### config.mk
export PLATFORM = sky130hd
export DESIGN_NAME = async_receiver
export DESIGN_NICKNAME = d
export VERILOG_FILES = /design/src/rtl/async_receiver.sv
export SDC_FILE = /design/constraint.sdc
export NUM_CORES = 1
export LEC_CHECK = 0
export BUFFER_PORTS_ARGS = -buffer_cell sky130_fd_sc_hd__buf_2
export CAP_MARGIN = 15
export CELL_PAD_IN_SITES_DETAIL_PLACEMENT = 1
export CELL_PAD_IN_SITES_GLOBAL_PLACEMENT = 1
export CORE_AREA = 2 2 66 68
export CTS_BUF_LIST = sky130_fd_sc_hd__clkbuf_16
export DETAILED_ROUTE_END_ITERATION = 16
export DIE_AREA = 0 0 68 70
export GPL_TIMING_DRIVEN = 0
export HOLD_SLACK_MARGIN = 0.06
export PLACE_DENSITY = 0.76
export SYNTH_ARGS = -nofsm -noshare
export SYNTH_HDL_FRONTEND = slang
export SYNTH_SLANG_ARGS = --single-unit
### constraint.sdc
create_clock -name CLOCK_50 -period 3.65 [get_ports CLOCK_50]
set_clock_uncertainty 0.1 [all_clocks]
set_input_delay 0.73 -clock CLOCK_50 [delete_from_list [all_inputs] [get_ports CLOCK_50]]
set_output_delay 0.73 -clock CLOCK_50 [all_outputs]
set_load 0.05 [all_outputs]
### src/rtl/async_receiver.sv
// 8N1 UART receiver: oversampling tick divider, two-flop synchronizer with a
// 3-tap majority filter, and a mid-bit sampling state machine.
module async_receiver #(
  parameter int unsigned ClkFrequency = 50000000,
  parameter int unsigned Baud         = 115200,
  parameter int unsigned Oversampling = 8
) (
  input  logic       CLOCK_50,
  input  logic       rst,
  input  logic       UART_RXD,
  output logic [7:0] rx_data,
  output logic       rx_valid,
  output logic       frame_error,
  output logic       rx_idle,
  output logic       LEDG
);

  localparam int unsigned Div  = ClkFrequency / (Baud * Oversampling);
  localparam int unsigned DivW = $clog2(Div);
  localparam int unsigned OsW  = $clog2(Oversampling);

  localparam logic [DivW-1:0] DivLast  = DivW'(Div - 1);
  localparam logic [OsW-1:0]  OsLast   = OsW'(Oversampling - 1);
  localparam logic [OsW-1:0]  HalfLast = OsW'(Oversampling / 2 - 1);

  typedef enum logic [2:0] {StIdle, StStart, StData, StStop, StBreak} state_e;

  logic [DivW-1:0] divCnt;
  logic            tick;
  logic            rxMeta, rxSync;
  logic [2:0]      rxHist;
  logic            rxs;
  state_e          state;
  logic [OsW-1:0]  sampleCnt;
  logic [2:0]      bitIdx;
  logic [7:0]      shiftReg;

  assign tick = (divCnt == DivLast);

  always_ff @(posedge CLOCK_50 or posedge rst) begin
    if (rst) begin
      divCnt <= '0;
    end else if (tick) begin
      divCnt <= '0;
    end else begin
      divCnt <= divCnt + 1'b1;
    end
  end

  // Synchronizer and filter reset high so the line reads idle out of reset.
  always_ff @(posedge CLOCK_50 or posedge rst) begin
    if (rst) begin
      rxMeta <= 1'b1;
      rxSync <= 1'b1;
      rxHist <= 3'b111;
    end else begin
      rxMeta <= UART_RXD;
      rxSync <= rxMeta;
      if (tick) begin
        rxHist <= {rxHist[1:0], rxSync};
      end
    end
  end

  assign rxs = (rxHist[0] & rxHist[1]) | (rxHist[0] & rxHist[2]) | (rxHist[1] & rxHist[2]);

  always_ff @(posedge CLOCK_50 or posedge rst) begin
    if (rst) begin
      state       <= StIdle;
      sampleCnt   <= '0;
      bitIdx      <= '0;
      shiftReg    <= '0;
      rx_data     <= '0;
      rx_valid    <= 1'b0;
      frame_error <= 1'b0;
      rx_idle     <= 1'b1;
    end else begin
      rx_valid    <= 1'b0;
      frame_error <= 1'b0;
      rx_idle     <= (state == StIdle);
      if (tick) begin
        case (state)
          StIdle: begin
            if (!rxs) begin
              sampleCnt <= '0;
              state     <= StStart;
            end
          end
          StStart: begin
            if (sampleCnt == HalfLast) begin
              if (rxs) begin
                state <= StIdle;
              end else begin
                sampleCnt <= '0;
                bitIdx    <= '0;
                state     <= StData;
              end
            end else begin
              sampleCnt <= sampleCnt + 1'b1;
            end
          end
          StData: begin
            if (sampleCnt == OsLast) begin
              shiftReg  <= {rxs, shiftReg[7:1]};
              sampleCnt <= '0;
              if (bitIdx == 3'd7) begin
                state <= StStop;
              end else begin
                bitIdx <= bitIdx + 1'b1;
              end
            end else begin
              sampleCnt <= sampleCnt + 1'b1;
            end
          end
          StStop: begin
            if (sampleCnt == OsLast) begin
              sampleCnt <= '0;
              if (rxs) begin
                rx_data  <= shiftReg;
                rx_valid <= 1'b1;
                state    <= StIdle;
              end else begin
                frame_error <= 1'b1;
                state       <= StBreak;
              end
            end else begin
              sampleCnt <= sampleCnt + 1'b1;
            end
          end
          StBreak: begin
            // A held-low line yields one frame_error; wait for it to release.
            if (rxs) begin
              state <= StIdle;
            end
          end
          default: state <= StIdle;
        endcase
      end
    end
  end

  assign LEDG = ~rx_idle;

endmodule

==> results.toml <==
[die]
core_area_um2 = 4140
die_area_um2 = 4760
fp-row-count = 24
die_x_um = 68
initial_utilization_pct = 43.0
io_pins = 15
die_y_um = 70

[worst_setup_path]
critical_path_class = "register to register"
crit_fanout = 8
end_kind = "register"
crit_family = "simple AND/OR/NAND/NOR gates"
arrival_ns = 2.31
ff2ff_setup_slack_ns = 1.40
cp.required_ns = 3.72
crit_path_start_kind = "register"
r2r_cells = 7
rr_endpoint = "rx_data[5]"
r2r_start = "divCnt[1]"
crit_slowest_cell = "dfrtp_1"
worstPathCellList = "inv_1 > ha_1 > nand4_1 > nand4bb_1 > and4bb_2 > buf_6 > mux2_2"
max_stage_delay_ns = 0.43
critPathBufInv = 2

[grt]
grt_pass1_vias = 1358
use_met2_pct = 32.4
met3_usage_pct = 6.28
grt_max_degree = 22
grt_pass1_wl_um = 6470
grtUsageMet1_pct = 20.4
grt.busiest_layer = "met2"
antenna_found_initial = 0
overflow = 0
grt_usage_pct = 18.9

[cells_and_area]
layout_commonest_cell = "dfrtp_1"
instances_no_fill = 218
n_antenna_cell = 0
synthToLayoutAreaGrowth_pct = 17.3
mostFrequentLayoutCells = "dfrtp_1 (33), mux2_2 (19), buf_2 (15)"
finalNetCount = 175
drive_gt1_share_pct = 35.5

[pwr]
netSwitchingPower_uw = 181
power_frac_seq_pct = 50.0
power_density_nw_per_um2 = 417
leakagePower_nw = 1.05
switching_share_pct = 20.8
combPwrFrac_pct = 1.5
fin_total_pwr_uw = 871
power.internal_uw = 690
peakVddDrop_v = 0.000287
pwr-share-clk_pct = 48.6

[yosys]
synthArstFlopShare_pct = 100
synthMuxAreaShare_pct = 14.5
yosysWarnings = 0
synth_seq_cells = 39
synth_top_flop_cell = "dfrtp_1"
synth_edf_count = 0
netlist_instances = 143
synth_compound_area_share_pct = 5.83
ys_seq_area_share_pct = 55.2
synth_xor_area_share_pct = 1.48
synth_top_family_by_area = "multiplexers"
synth-simple-area-share_pct = 13.1
synth_nets = 153
syn_area_per_cell_um2 = 12.5
yosysUniqueCellTypes = 38
synthAdderAreaFrac_pct = 5.48
netlist_area_um2 = 1780

[timing]
slew_viol_final = 0
final.min_clock_period_ns = 2.25
max_freq_mhz = 445
worst_slew_pin_slew_ns = 0.909
relSlewSlack_pct = 39.3
finalSetupViolCount = 0
setup_tns_ns = 0
worst_slack_ns = 1.40
rsz0062_at_grt = "no"
hold_viol = 0
period_share_pct = 61.5

[detailed_routing]
drc = 0
ant_nets = 0
drt_iter0_drc = 14
wl_per_cell_um = 17.0
vias = 1169
drt-total-wl_um = 3700
viasPerCell = 5.36
drtPass1Iterations = 4

[min_path]
hp-class = "register to register"
hold_depth = 0
min_to = "rxSync"
worstHoldStart = "rxMeta"

[placed_design]
gp_congestion = 0.801
placed_cells = 210
port_buffers = 14
hpwl_um = 2570
preCtsSetupSlack_ns = 1.47

[clock_network]
cts_resized = 0
clock_sinks = 39
post-cts-setup-buffers = 0
clockBufferDepth = 2
clk_latency_ns = 0.28
cts_tree = "built"
clk_pin_slew_ns = 0.06
htree_num_levels = 2
cts_hold_buf = 0
cts_buffers = 5
cts_root_buffer = "clkbuf_16"

[status]
status = "completed"

[job]
maxCapViolations = 0
-- flip-flops by register name (all words and copies together), names as in the netlist --
| name | count |
|---|---|
| rxMeta | 1 |
| rx_data | 8 |
| rxHist | 3 |
| divCnt | 6 |
| bitIdx | 3 |
| state | 3 |
| frame_error | 1 |
| rxSync | 1 |
| rx_valid | 1 |
| shiftReg | 8 |
| sampleCnt | 3 |
| rx_idle | 1 |
-- through the flow --
stage	hold WS, ns	area [um2]	util, %
4_1_cts	0.263	2090	50.4
3_5_place_dp	0.252	1940	46.9
2_1_floorplan	0.245	1780	-
5_1_grt	0.267	2090	50.4
6_report	0.259	2090	50.4
3_3_place_gp	0.246	1920	46.2
-- metal layers --
layer / routed length [um] / vias up
met3: 119 / 9
li1: - / 537
met1: 1420 / 602
met2: 2060 / 21
met4: 89 / 0
met5: 0 / -
-- synth_stat cells, types with 2 or more instances --
library cell / instances / area share [%]
dfrtp_1: 33 / 46
mux2_2: 19 / 12
nand2_1: 13 / 2.7
nor2_1: 10 / 2.1
ha_1: 7 / 4.9
inv_1: 7 / 1.5
dfstp_2: 6 / 8.9
mux2i_1: 3 / 1.7
nand3_1: 3 / 0.84
nand4_1: 3 / 1.1
o21ai_0: 3 / 0.84
a21o_1: 2 / 0.84
a22o_1: 2 / 0.98
and4bb_2: 2 / 1.4
buf_4: 2 / 0.84
buf_6: 2 / 1.3
clkbuf_1: 2 / 0.42
nor3_1: 2 / 0.56
or2b_1: 2 / 0.84
xor2_1: 2 / 0.98
-- layout make-up --
class | count | area (um2)
Timing Repair Buffer | 15 | 97.6
Tap cell | 52 | 65.1
Inverter | 7 | 26.3
Multi-Input combinational cell | 90 | 721
Clock inverter | 3 | 20.0
Clock buffer | 5 | 125
Fill cell | 441 | 2060
Sequential cell | 39 | 983
Buffer | 7 | 50.0
-- how the worst max path moves through the flow --
stage / start / to / slack, ns / depth (start not counted)
CTS: divCnt[1] / rx_data[5] / 1.41 / 7
floorplan: divCnt[1] / rx_data[0] / 1.75 / 7
global route: divCnt[1] / rx_data[5] / 1.26 / 7
detailed placement: divCnt[1] / rx_data[5] / 1.47 / 7
finish: divCnt[1] / rx_data[5] / 1.40 / 7
global placement: rst / sampleCnt[2] / 1.50 / 2
-- power groups by stage --
stage / clock [mW] / sequential (mW) / combinational (mW)
after floorplan: 0 / 0.442 / 0.00631
after global placement: 0 / 0.442 / 0.00921
after detailed placement: 0 / 0.443 / 0.0136
after CTS: 0.433 / 0.435 / 0.0137
after global routing: 0.451 / 0.435 / 0.0149
final: 0.423 / 0.435 / 0.0128
-- cells by family (layout without fill, tap and decap cells) --
logic type,Yosys count,in the layout
AND/OR/NAND/NOR,43,43
XOR/XNOR,3,3
flip-flops,39,39
adder cells (fa/ha/maj),8,8
buffers and inverters,14,37
multiplexers,23,23
AO/OA/AOI/OAI,13,13
No activity file was read; power rests on OpenSTA's default activity.
